$ cat config.mk
export PLATFORM = sky130hd
export DESIGN_NAME = systolic_seq_ctrl
export DESIGN_NICKNAME = d
export VERILOG_FILES = /design/src/rtl/systolic_pkg.sv /design/src/rtl/skew_delay_line.sv /design/src/rtl/systolic_seq_ctrl.sv
export SDC_FILE = /design/constraint.sdc
export NUM_CORES = 1
export LEC_CHECK = 0
export CORE_MARGIN = 3
export CORE_UTILIZATION = 46
export DETAILED_ROUTE_END_ITERATION = 8
export PLACE_DENSITY_LB_ADDON = 0.25
export SETUP_SLACK_MARGIN = 0.15
export SYNTH_ARGS = -nofsm -noshare
export SYNTH_HDL_FRONTEND = slang
export SYNTH_HIERARCHICAL = 1
export SYNTH_SLANG_ARGS = --single-unit
$ cat constraint.sdc
create_clock -name i_clock -period 2.7 [get_ports i_clock]
set_input_delay 0.54 -clock i_clock [delete_from_list [all_inputs] [get_ports i_clock]]
set_output_delay 0.54 -clock i_clock [all_outputs]
set_load 0.01 [all_outputs]
$ cat src/rtl/systolic_pkg.sv
`default_nettype none
// +----------------------------------------------------------------------+
// | systolic_pkg: shared types and size helpers for the systolic sequencer|
// | Revision: 1.0                                                          |
// +----------------------------------------------------------------------+
package systolic_pkg;

  typedef enum logic [2:0] {
    ST_IDLE  = 3'd0,
    ST_CLEAR = 3'd1,
    ST_RUN   = 3'd2,
    ST_DRAIN = 3'd3,
    ST_DONE  = 3'd4
  } state_t;

  localparam int DEFAULT_DIMENSION = 4;

  // A 1x1 array still needs a one-bit address/row index.
  function automatic int addr_bits(input int dim);
    return (dim > 1) ? $clog2(dim) : 1;
  endfunction

  function automatic int t_bits(input int dim);
    return $clog2(3 * dim);
  endfunction

  function automatic int run_len(input int dim);
    return 3 * dim - 1;
  endfunction

endpackage
`default_nettype wire

$ cat src/rtl/skew_delay_line.sv
`default_nettype none
// +----------------------------------------------------------------------+
// | skew_delay_line: DEPTH-stage register chain with async clear          |
// | Revision: 1.0                                                          |
// +----------------------------------------------------------------------+
module skew_delay_line #(
  parameter int WIDTH = 8,
  parameter int DEPTH = 1
) (
  input  logic             clk_i,
  input  logic             rst_i,
  input  logic [WIDTH-1:0] d_i,
  output logic [WIDTH-1:0] q_o
);

  generate
    if (DEPTH == 0) begin : g_pass
      logic unused_clk_rst;
      assign unused_clk_rst = clk_i ^ rst_i;
      assign q_o = d_i;
    end else begin : g_chain
      logic [WIDTH-1:0] stage_q [DEPTH];

      always_ff @(posedge clk_i or posedge rst_i) begin
        if (rst_i) begin
          for (int i = 0; i < DEPTH; i++) stage_q[i] <= '0;
        end else begin
          stage_q[0] <= d_i;
          for (int i = 1; i < DEPTH; i++) stage_q[i] <= stage_q[i-1];
        end
      end

      assign q_o = stage_q[DEPTH-1];
    end
  endgenerate

endmodule
`default_nettype wire

$ cat src/rtl/systolic_seq_ctrl.sv
`default_nettype none
// +----------------------------------------------------------------------+
// | systolic_seq_ctrl: job sequencer for an output-stationary MAC array   |
// | Revision: 1.0                                                          |
// +----------------------------------------------------------------------+
module systolic_seq_ctrl
  import systolic_pkg::*;
#(
  parameter int DIMENSION = DEFAULT_DIMENSION,
  parameter int I_BITS    = 8,
  parameter int ADDR_BITS = addr_bits(DIMENSION),
  parameter int T_BITS    = t_bits(DIMENSION)
) (
  input  logic                        i_clock,
  input  logic                        i_reset,
  input  logic                        i_start,
  input  logic [2:0]                  i_matrix_size,
  output logic                        o_busy,
  output logic                        o_done,
  output logic                        o_rd_en,
  output logic [ADDR_BITS-1:0]        o_rd_addr,
  input  logic [DIMENSION*I_BITS-1:0] i_a_col,
  input  logic [DIMENSION*I_BITS-1:0] i_b_row,
  output logic [DIMENSION*I_BITS-1:0] o_a_edge,
  output logic [DIMENSION*I_BITS-1:0] o_b_edge,
  output logic                        o_valid,
  output logic                        o_clr,
  output logic [2:0]                  o_matrix_size,
  output logic [2*DIMENSION-2:0]      o_cap_diag,
  output logic [ADDR_BITS-1:0]        o_res_row,
  output logic                        o_res_valid,
  input  logic                        i_res_ready
);

  localparam logic [T_BITS-1:0]    c_t_last   = T_BITS'(run_len(DIMENSION) - 1);
  localparam logic [T_BITS-1:0]    c_t_feed   = T_BITS'(DIMENSION);
  localparam logic [T_BITS-1:0]    c_t_rdlast = T_BITS'(DIMENSION - 1);
  localparam logic [ADDR_BITS-1:0] c_r_last   = ADDR_BITS'(DIMENSION - 1);

  state_t               state_q, state_d;
  logic [T_BITS-1:0]    t_q, t_d;
  logic [ADDR_BITS-1:0] r_q, r_d;
  logic [2:0]           msize_q;
  logic                 feed;
  logic [DIMENSION*I_BITS-1:0] a_feed, b_feed;

  always_ff @(posedge i_clock or posedge i_reset) begin
    if (i_reset) begin
      state_q <= ST_IDLE;
      t_q     <= '0;
      r_q     <= '0;
      msize_q <= '0;
    end else begin
      state_q <= state_d;
      t_q     <= t_d;
      r_q     <= r_d;
      if (state_q == ST_IDLE && i_start) msize_q <= i_matrix_size;
    end
  end

  always_comb begin
    state_d     = state_q;
    t_d         = t_q;
    r_d         = r_q;
    feed        = 1'b0;
    o_done      = 1'b0;
    o_rd_en     = 1'b0;
    o_rd_addr   = '0;
    o_valid     = 1'b0;
    o_clr       = 1'b0;
    o_res_valid = 1'b0;
    case (state_q)
      ST_IDLE: begin
        if (i_start) state_d = ST_CLEAR;
      end
      ST_CLEAR: begin
        o_valid = 1'b1;
        o_clr   = 1'b1;
        o_rd_en = 1'b1;
        t_d     = '0;
        state_d = ST_RUN;
      end
      ST_RUN: begin
        o_valid = 1'b1;
        // Prefetch k=t+1 so column k arrives exactly at t=k.
        if (t_q < c_t_rdlast) begin
          o_rd_en   = 1'b1;
          o_rd_addr = t_q[ADDR_BITS-1:0] + ADDR_BITS'(1);
        end
        feed = (t_q < c_t_feed);
        if (t_q == c_t_last) begin
          r_d     = '0;
          state_d = ST_DRAIN;
        end else begin
          t_d = t_q + T_BITS'(1);
        end
      end
      ST_DRAIN: begin
        o_res_valid = 1'b1;
        if (i_res_ready) begin
          if (r_q == c_r_last) state_d = ST_DONE;
          else                 r_d = r_q + ADDR_BITS'(1);
        end
      end
      ST_DONE: begin
        o_done  = 1'b1;
        state_d = ST_IDLE;
      end
      default: state_d = ST_IDLE;
    endcase
  end

  assign o_busy        = (state_q != ST_IDLE);
  assign o_matrix_size = msize_q;
  assign o_res_row     = r_q;
  assign a_feed        = feed ? i_a_col : '0;
  assign b_feed        = feed ? i_b_row : '0;

  // Diagonal d finishes its last MAC at t=d+DIMENSION-1; capture one cycle later.
  generate
    for (genvar d = 0; d < 2*DIMENSION-1; d++) begin : g_cap
      assign o_cap_diag[d] = (state_q == ST_RUN) && (t_q == T_BITS'(d + DIMENSION));
    end

    for (genvar l = 0; l < DIMENSION; l++) begin : g_lane
      skew_delay_line #(.WIDTH(I_BITS), .DEPTH(l)) u_a_skew (
        .clk_i (i_clock),
        .rst_i (i_reset),
        .d_i   (a_feed[l*I_BITS +: I_BITS]),
        .q_o   (o_a_edge[l*I_BITS +: I_BITS])
      );
      skew_delay_line #(.WIDTH(I_BITS), .DEPTH(l)) u_b_skew (
        .clk_i (i_clock),
        .rst_i (i_reset),
        .d_i   (b_feed[l*I_BITS +: I_BITS]),
        .q_o   (o_b_edge[l*I_BITS +: I_BITS])
      );
    end
  endgenerate

endmodule
`default_nettype wire

======== After elaboration in Yosys (flattened, before gate mapping) ========
Cells that the tools add are included.
storage, ports and cells
  output and inout port bits .............. 84
  bits in registers ....................... 108
  logic and storage cells ................. 77
cells by class
  $add $sub $neg .......................... 3
  eq/ne operators ......................... 18
  reductions and logical operators ........ 16
  order comparisons ....................... 2
  muxes and demuxes ....................... 22
operators by type and width
  kind                                                        number
  2-to-1 mux 32 bit                                           2
  equality test 4 x 3 -> 1 bit, second input constant         4
  equality test 4 bit, second input constant                  3
  2-to-1 mux 3 bit                                            4
  != test 2 bit, second input constant                        6
  one-hot mux 3 bit (4 select lines)                          1
  2-to-1 mux 2 bit                                            5
  logical AND 1 bit                                           8
  one-hot mux 4 bit (2 select lines)                          1
  AND reduction 4 bit                                         2
  equality test 3 x 2 -> 1 bit, second input constant         2
  2-to-1 mux 1 bit                                            6
  adder 2 x 1 -> 2 bit, second input constant                 2
  adder 4 x 1 -> 4 bit, second input constant                 1
  less-than comparator 4 x 2 -> 1 bit, second input constant  1
  less-than comparator 4 x 3 -> 1 bit, second input constant  1
  2-to-1 mux 4 bit                                            1
  one-hot mux 2 bit (2 select lines)                          1
  nonzero test 2 bit                                          2
  equality test 3 x 1 -> 1 bit, second input constant         1
  equality test 3 bit, second input constant                  1
  zero test 3 bit                                             1
  nonzero test 3 bit                                          1
  equality test 2 bit, second input constant                  1
  3 further kinds                                             3

======== Logic depth before layout (Yosys ltp) ========
  depth after elaboration ................. 4
  depth in mapped cells ................... 5
  mapped depth without buffers ............ 5

======== Cells and area by module ========
The synthesis kept the hierarchy.
modules (own cells, without submodules)
  module                                    area an instance (um^2)  seq. area each (um^2)  instances  cells an instance
  skew_delay_line (g_lane[3].u_a_skew ...)  664.4                    600.6                  2          33
  systolic_seq_ctrl                         1,275.0                  300.3                  1          159
  skew_delay_line (g_lane[2].u_a_skew ...)  464.2                    400.4                  2          25
  skew_delay_line (g_lane[1].u_a_skew ...)  203.9                    200.2                  2          9
  skew_delay_line (g_lane[0].u_a_skew ...)  60.1                     0.0                    2          8

======== Worst setup path after synthesis ========
No wires, ideal clock.
  path type ............................... reg2out
  start ................................... reg state_q[2]
  end ..................................... out o_rd_en
  arrival ................................. 1,411 ps
  data required time ...................... 2,160 ps
  cell stages (with the launch flop) ...... 4
  setup slack ............................. 749 ps
  path through ............................ dfrtp_1 > or2b_1 > or4_1 > o21ai_0
between the ends
  cells in the longest elaborated chain, start to end .. 2
  elaborated cells between the ends (all ways) .. 3
  those cells by class .................... 2 x eq/ne; 1 x mux
RTL lines
  element                                                                              line                     RTL
  start, declared                                                                      systolic_seq_ctrl.sv:40  state_t state_q, state_d;
  start signal, assigned                                                               systolic_seq_ctrl.sv:54  state_q <= state_d;
  equality test 3 x 2 -> 1 bit / equality test 3 x 1 -> 1 bit (equally long branches)  systolic_seq_ctrl.sv:72  case (state_q)
  one-hot mux 1 bit (2 select lines) *                                                 systolic_seq_ctrl.sv:72
  end, declared                                                                        systolic_seq_ctrl.sv:20  output logic o_rd_en,
Mark *: on every way between the ends. The rest lies on a longest branch, timed or not.

======== Worst setup path after layout ========
  start ................................... reg state_q[2]
  end ..................................... out o_cap_diag[2]
between the ends
  cells in the longest elaborated chain, start to end .. 2
RTL lines
  element                       line                      RTL
  equality test 3 x 2 -> 1 bit  systolic_seq_ctrl.sv:122  assign o_cap_diag[d] = (state_q == ST_RUN) && (t_q == T_BITS'(d + DIMENSION));
  logical AND 1 bit             systolic_seq_ctrl.sv:122
  end, declared                 systolic_seq_ctrl.sv:29   output logic [2*DIMENSION-2:0] o_cap_diag,
No other way between the ends.

==> run summary <==
status - complete, no violations
Die ar. - 0.00999 mm²
clk slew on worst S/H paths - 0.10 ns
CTS tree - done
first-pass GRT wire length - 12500 µm
CP max stage delay - 0.53 ns
worst r2r src - t_q[0]
r2r setup slk - 0.90 ns
DRT iter0 DRCs - 38
sequential area share after synthesis - 0.666
Synth top cells by count - 108 x dfrtp_1, 71 x and2_1, 48 x buf_4, 14 x inv_1
Avg Inst Size Synth - 13.1 µm²
hold_sp - g_lane[3].u_a_skew/g_chain.stage_q[23]
Max Fclk - 393 MHz
most common cell in the synthesized netlist - dfrtp_1
CTS H-tree lvls - 3
CP delay by family, top - simple AND/OR/NAND/NOR gates
overflow left after global routing - 0
register area - 0.00271 mm²
initial antenna violation count - 0
initial core utilization - 0.484
CTS root buf - clkbuf_8
Routed WL per cell - 14.5 µm
Netlist Area Pre-Place - 0.00406 mm²
Gate Count Post-Synth - 309
setup TNS - 0 ns
CP Launch Point - state_q[2]
die width - 100 µm
number of flops mapped to enable cells by yosys - 0
routed vias - 2439
share of cells above drive strength 1 - 0.0905
vias per std cell - 4.55
Max clock buf depth - 2
Antenna Cells - 0
DR pass1 iterations - 5
vias in the first global route - 2551
critical path cell sequence - or2b_4, nor4b_4, and2_1, clkdlybuf4s50_1
actual slew at the worst max-slew pin - 0.588 ns
Final Hold Fails - 0
Mapped Nets - 385
largest net degree at the start of global routing - 27
WHS - 0.349 ns
final period utilization - 0.943
clk_skew - 0.00970 ns
Fill cells - 663
CTS Buf Count - 9
port buffer count - 154
ys async rst share - 1.00
P_leak - 2.70 nW
Seq cells post-synth - 108
worst path arrival time - 2.01 ns
Yosys cell types - 38
HPWL after detailed placement - 5860 µm
YS warnings - 6
Die H - 100 µm
Relative slew margins - 0.608
Worst Setup End Kind - output port
nets - 502
RSZ-0062 raised after global routing - yes
WL final - 7790 µm
clock latency on the worst-skew pair - 0.36 ns
Tot Pwr - 5.33 mW
Crit-path slowest cell - clkdlybuf4s50_1
Placer Congestion - 0.818
total track usage - 0.162
Area growth syn-to-layout - 38.0%
area of the multi-input gates - 920 µm²
std cell rows - 33
Core Region - 0.00838 mm²
worst setup path category - reg2out
Synth top area share - 0.666
Worst setup SP type - flip-flop
Worst VDD drop - 0.502 mV
number of setup violations in the final report - 0
max-cap violation count - 0
Antenna Nets Post-Route - 0
Critical Path RT - 2.16 ns
synth top area cells - dfrtp_1 67%, and2_1 11%, buf_4 8.9%, ha_1 1.5%, inv_1 1.3%
clock sinks - 108
Layout Utilization - 0.668
Period minus WS final - 2.55 ns
num ports - 155
Synth area leader - dfrtp_1
ys flop type - dfrtp_1
crit path max fanout - 4
Buf/Inv on CP - 1
hold crit path type - reg2reg
DRC viols - 0
Slew Viols, Final - 0
PwrDens - 951 mW/mm²
[per-layer routing]
layer	GRT usage	wire length (µm)
met4	0.0536	109
met3	0.0653	678
met2	0.276	3980
met1	0.187	3020
met5	0	0
[through the flow]
step / area, µm² / setup WS [ns] / std cells
finish: 5600 / 0.153 / 536
global route: 5600 / 0.0618 / 536
CTS: 5590 / 0.145 / 536
detailed placement: 5370 / 0.317 / 517
global placement: 5370 / 0.348 / 517
floorplan: 4060 / 0.749 / 309
[power breakdown]
| part | internal (mW) | switching (mW) |
|---|---|---|
| combinational | 1.16 | 0.901 |
| clock | 0.355 | 0.542 |
| sequential | 2.14 | 0.232 |
[cell type report]
| cell class | instances | area share |
|---|---|---|
| Sequential cell | 108 | 0.483 |
| Timing Repair Buffer | 165 | 0.287 |
| Multi-Input combinational cell | 128 | 0.164 |
| Tap cell | 105 | 0.0235 |
| Clock buffer | 10 | 0.0228 |
| Clock inverter | 6 | 0.0107 |
| Inverter | 14 | 0.00938 |
[layout by cell type, fill, tap and decap left out, types with 3 or more instances in the layout]
cell type / Yosys / routed
buf_4: 48 / 8
nor2_1: 3 / 3
mux2_2: 3 / 3
dfrtp_1: 108 / 106
and2_1: 71 / 71
clkdlybuf4s15_1: 0 / 7
nor3_1: 5 / 5
clkdlybuf4s50_1: 0 / 128
o21ai_0: 7 / 6
clkbuf_8: 0 / 9
inv_1: 14 / 14
dlygate4sd2_1: 0 / 17
ha_1: 5 / 5
[cell families after synthesis]
group,synth area share
simple gates,0.157
xor+xnor,0.00216
mux,0.0111
buf+inv,0.116
compound gates,0.0327
fa+ha+maj,0.0154
flops,0.666
[flip-flops by register name (all words and copies together), names as in the netlist]
signal and flops:
g_lane.u_b_skew/q_o 24, g_lane.u_a_skew/q_o 24, o_res_row 2, g_lane.u_b_skew/g_chain.stage_q 24, o_matrix_size 3, t_q 4, state_q 3, g_lane.u_a_skew/g_chain.stage_q 24
[final timing paths]
| kind | endpoint | depth (start not counted) |
|---|---|---|
| max | o_cap_diag[2] | 4 |
| min | g_lane[3].u_a_skew/g_chain.stage_q[15] | 0 |
| max reg2reg | o_res_row[0] | 5 |
| min reg2reg | g_lane[3].u_a_skew/g_chain.stage_q[15] | 0 |
| max in group asynchronous | g_lane[2].u_a_skew/q_o[6] | 2 |
| min in group asynchronous | g_lane[1].u_b_skew/q_o[1] | 2 |
[timing repair]
item | 4_1_cts | 5_1_grt
gates resized for setup | 33 | 12
endpoints found under the setup margin | 28 | 16
cloned | 1 | 0
hold buffers | 0 | 0
setup buffers | 2 | 0
Power figures use the tool's default switching activity.
